File: src/rtl/bcd_stopwatch.sv
// bcd_stopwatch: run/pause/clear BCD stopwatch with lap-freeze display and wrap/overflow flags
module bcd_stopwatch #(
    parameter int DIGITS = 4
) (
    input  logic                  mclk,
    input  logic                  rst,
    input  logic                  tick,
    input  logic                  start_stop,
    input  logic                  clear,
    input  logic                  lap,
    output logic [4*DIGITS-1:0]   count,
    output logic [4*DIGITS-1:0]   disp,
    output logic                  running,
    output logic                  lap_hold,
    output logic                  ovf,
    output logic                  wrap
);
    localparam int W = 4 * DIGITS;
    typedef enum logic [1:0] {IDLE, RUN, PAUSE} state_t;
    state_t         r_state, w_next;
    logic [W-1:0]   r_count, r_lap, w_inc_val;
    logic           r_hold, r_ovf, r_wrap;
    logic [DIGITS:0] w_c;
    logic           w_inc, w_wrap, w_take, w_release;
    always_ff @(posedge mclk) begin
        if (rst) r_state <= IDLE;
        else     r_state <= w_next;
    end
    always_comb begin
        w_next = clear ? IDLE : !start_stop ? r_state : (r_state == RUN ? PAUSE : RUN);
    end
    always_comb begin
        w_inc     = (r_state == RUN) & tick;
        w_wrap    = w_inc & w_c[DIGITS];
        w_take    = lap & !r_hold & (r_state == RUN);
        w_release = lap & r_hold;
    end
    assign w_c[0] = 1'b1;
    genvar d;
    for (d = 0; d < DIGITS; d++) begin : g_dig
        logic [3:0] w_dig;
        assign w_dig = r_count[4*d +: 4];
        assign w_inc_val[4*d +: 4] = w_c[d] ? (w_dig == 4'd9 ? 4'd0 : w_dig + 4'd1) : w_dig;
        assign w_c[d+1] = w_c[d] & (w_dig == 4'd9);
    end
    always_ff @(posedge mclk) begin
        if (rst || clear) begin
            r_count <= '0;
            r_lap   <= '0;
            r_hold  <= 1'b0;
            r_ovf   <= 1'b0;
            r_wrap  <= 1'b0;
        end else begin
            if (w_inc) r_count <= w_inc_val;
            if (w_take) r_lap <= r_count;
            r_hold <= w_take ? 1'b1 : w_release ? 1'b0 : r_hold;
            r_ovf  <= r_ovf | w_wrap;
            r_wrap <= w_wrap;
        end
    end
    assign count    = r_count;
    assign disp     = r_hold ? r_lap : r_count;
    assign running  = (r_state == RUN);
    assign lap_hold = r_hold;
    assign ovf      = r_ovf;
    assign wrap     = r_wrap;
endmodule

File: config.mk
export PLATFORM = sky130hd
export DESIGN_NAME = bcd_stopwatch
export DESIGN_NICKNAME = d
export VERILOG_FILES = /design/src/rtl/bcd_stopwatch.sv
export SDC_FILE = /design/constraint.sdc
export NUM_CORES = 1
export LEC_CHECK = 0
export CORE_ASPECT_RATIO = 1.4
export CORE_MARGIN = 10
export CORE_UTILIZATION = 49
export DETAILED_ROUTE_END_ITERATION = 6
export PLACE_DENSITY = 0.89
export SYNTH_ARGS = -nofsm -noshare
export SYNTH_HDL_FRONTEND = slang
export SYNTH_SLANG_ARGS = --single-unit
File: constraint.sdc
create_clock -name mclk -period 2 [get_ports mclk]
set_clock_uncertainty 0.15 [all_clocks]
set_input_delay 0.5 -clock mclk [delete_from_list [all_inputs] [get_ports mclk]]
set_output_delay 0.5 -clock mclk [all_outputs]
set_load 0.02 [all_outputs]
==> impl_metrics.tcl <==
set metrics [dict create \
    status "finished, final reports clean" \
    routed-wl-met2_mm 2.72 \
    critPathCaptureType "output port" \
    drt_wl_total_mm 5.18 \
    initial_core_util_pct 50.2 \
    io_buffers 41 \
    hold_class "reg -> reg" \
    clkSinkCount 37 \
    hold_viol 0 \
    synth_largest_area_cell "dfxtp_1" \
    yosysSeqAreaShare_pct 40.5 \
    drv_slew 0 \
    finalSetupTns_ps 0 \
    vias 1809 \
    synthTopCellsByArea "dfxtp_1 40%, nand2_1 9.2%, mux2_2 8.0%" \
    rows 26 \
    dr_wl_met3_um 320 \
    critPathMaxFanout 6 \
    grt_pass1_wl_mm 8.78 \
    ys_warn_count 0 \
    maxCapViolations 0 \
    drc_errors 0 \
    die_x_um 71.6 \
    cp-start-kind "flip-flop" \
    core_um2 3640 \
    p_leak_nw 1.09 \
    max-slew-margin-rel_pct 73.9 \
    holdWs_ps 302 \
    tightest_slew_ps 386 \
    rsz0062_at_grt "true" \
    dp.cells 314 \
    antenna_cells 0 \
    top_layer "met4" \
    fin_cells 322 \
    ioPinCount 42 \
    clk_latency_ps 300 \
    cts_buffers 5 \
    finalCriticalPeriod_ps 1980 \
    postRouteAntennaNets 0 \
    drt_iter0_drc 66 \
    path_class "reg -> out" \
    grt_start_max_net_pins 18 \
    drive_gt1_share_pct 29.6 \
    wire_per_inst_um 16.1 \
    cts_root_buf "clkbuf_8" \
    gp_congestion 0.863 \
    crit_required_ps 1350 \
    path_clk_slew_ps 70 \
    firstDrtPassIters 4 \
    grt_overflow 0 \
    met1Wirelength_mm 1.97 \
    ys_seq_elements 37 \
    synth_nets 219 \
    nets 285 \
    setup_viol 0 \
    synth_top_area_share_pct 40.5 \
    powerDensity_nw_per_um2 532 \
    avgSynthCellArea_um2 8.59 \
    clock_path_buffers 2 \
    area_growth_pct 35.5 \
    cts_tree "yes" \
    ir_worst_vdd_v 0.000646 \
    ctsHoldBuffers 0 \
    synthDistinctLibCells 43 \
    fmax_ghz 0.506 \
    synthesis.area_um2 1830 \
    antenna_found_initial 0 \
    track_usage_pct 16.3 \
    grt_pass1_vias 1869 \
    finalCritPeriodShare_pct 98.8 \
    htree_levels 2 \
    dieArea_um2 6610 \
    post_drt_via_cell_ratio 5.62 \
    dp_hpwl_mm 3.83 \
    final_util_pct 68.0 \
    cp.arrival_ps 1330 \
    syn_inst 213 \
    fp.dieH_um 92.3 \
]
## cell usage in the layout, fill, tap and decap left out, drive strengths merged, types with 3 or more instances in the layout
| master | count |
|---|---|
| nor2b | 7 |
| dlymetal6s2s | 5 |
| o21ai | 8 |
| nand2 | 45 |
| dfxtp | 37 |
| a21oi | 29 |
| nor3b | 3 |
| mux2 | 13 |
| nor2 | 10 |
| buf | 45 |
| xor2 | 5 |
| clkdlybuf4s50 | 10 |
| dlygate4sd2 | 10 |
| nand3 | 3 |
| inv | 3 |
| or3 | 4 |
| clkbuf | 8 |
| nand4 | 3 |
## registers in the layout (all words and copies together) (netlist names)
name / flops
count: 16
r_lap: 16
r_state: 2
lap_hold: 1
ovf: 1
wrap: 1
## path summary, 6_finish.rpt
kind	start	endpoint	slack [ps]	cells past startpoint
max	lap_hold$_SDFFE_PP0P_	disp[0]	20	3
min	r_lap[11]$_SDFFE_PP0P_	r_lap[11]$_SDFFE_PP0P_	300	2
max reg2reg	count[0]$_SDFFE_PP0P_	count[5]$_SDFFE_PP0P_	140	6
min reg2reg	r_lap[11]$_SDFFE_PP0P_	r_lap[11]$_SDFFE_PP0P_	300	2
## per-stage QoR
stage	area [um2]	power, W	setup WS (ps)
CTS	2460	0.00133	1.19
floorplan	1830	0.000789	106
global placement	2450	0.000820	-270
finish	2480	0.00132	23.3
global route	2480	0.00137	-26.3
detailed placement	2450	0.000821	-313
## worst max-delay path, stage by stage, from the launching register on
cell	delay [ps]
dfxtp_2	360
buf_4	160
mux2_2	340
buf_2	160
## routing by layer
metal	global-route usage (%)	vias up
met1	17.0	860
li1	-	874
met5	0	-
met2	28.4	60
met3	5.13	15
met4	7.93	0
## power breakdown
group / leakage (nW) / internal (W) / switching, W
logic: 0.744 / 0.0000288 / 0.0000353
clock network: 0.0450 / 0.000242 / 0.000272
registers: 0.299 / 0.000738 / 0.00000199
total: 1.09 / 0.00101 / 0.000309
## final cells by class
cell class                 instances  area (um2)
fill                             286        1160
multi-input combinational        159         997
sequential                        37         742
timing repair buffer              73         593
clock buffer                       6        72.6
tap                               42        52.6
inverter                           3        11.3
clock inverter                     2        10.0
## logic make-up (layout without fill, tap and decap cells)
logic type	Yosys count	in the layout	synth area share (%)
flip-flops	37	37	40.5
multiplexers	15	15	9.10
buffers and inverters	17	84	5.95
AO/OA/AOI/OAI	44	44	13.0
AND/OR/NAND/NOR	95	95	29.1
XOR/XNOR	5	5	2.39
## cells in the mapped netlist
master and number:
nor3_1 1, buf_2 1, clkbuf_8 2, and2_2 1, a31oi_1 2, nand4_4 1, a21oi_1 29, clkbuf_1 6
mux2i_1 2, and4bb_2 1, nor2_1 10, or2b_2 1, or3_2 1, buf_6 2, clkbuf_2 1, xor2_1 5
nand4b_1 1, o32ai_1 2, nor4b_1 1, mux2_2 13, nor4bb_1 2, and4b_1 1, nand2_1 45, nor3b_4 2
nor3b_1 1, or2_2 1, nand2b_1 2, buf_4 2, nand3b_1 2, and3b_1 1, nand4_1 2, and4_2 1
and2_1 1, or4_1 2, and3_1 1, inv_1 3, dfxtp_1 37, nor2b_1 7, o31ai_1 2, or3_1 3
nand3_1 3, o21a_1 1, o21ai_0 8
## timing repair
| item | CTS | global route |
|---|---|---|
| gates cloned | 0 | 0 |
| pin swaps | 0 | 2 |
| setup buffers | 0 | 0 |
| setup endpoints to repair | 26 | 18 |
| gates resized for setup | 70 | 17 |
No activity file was read; power rests on OpenSTA's default activity.
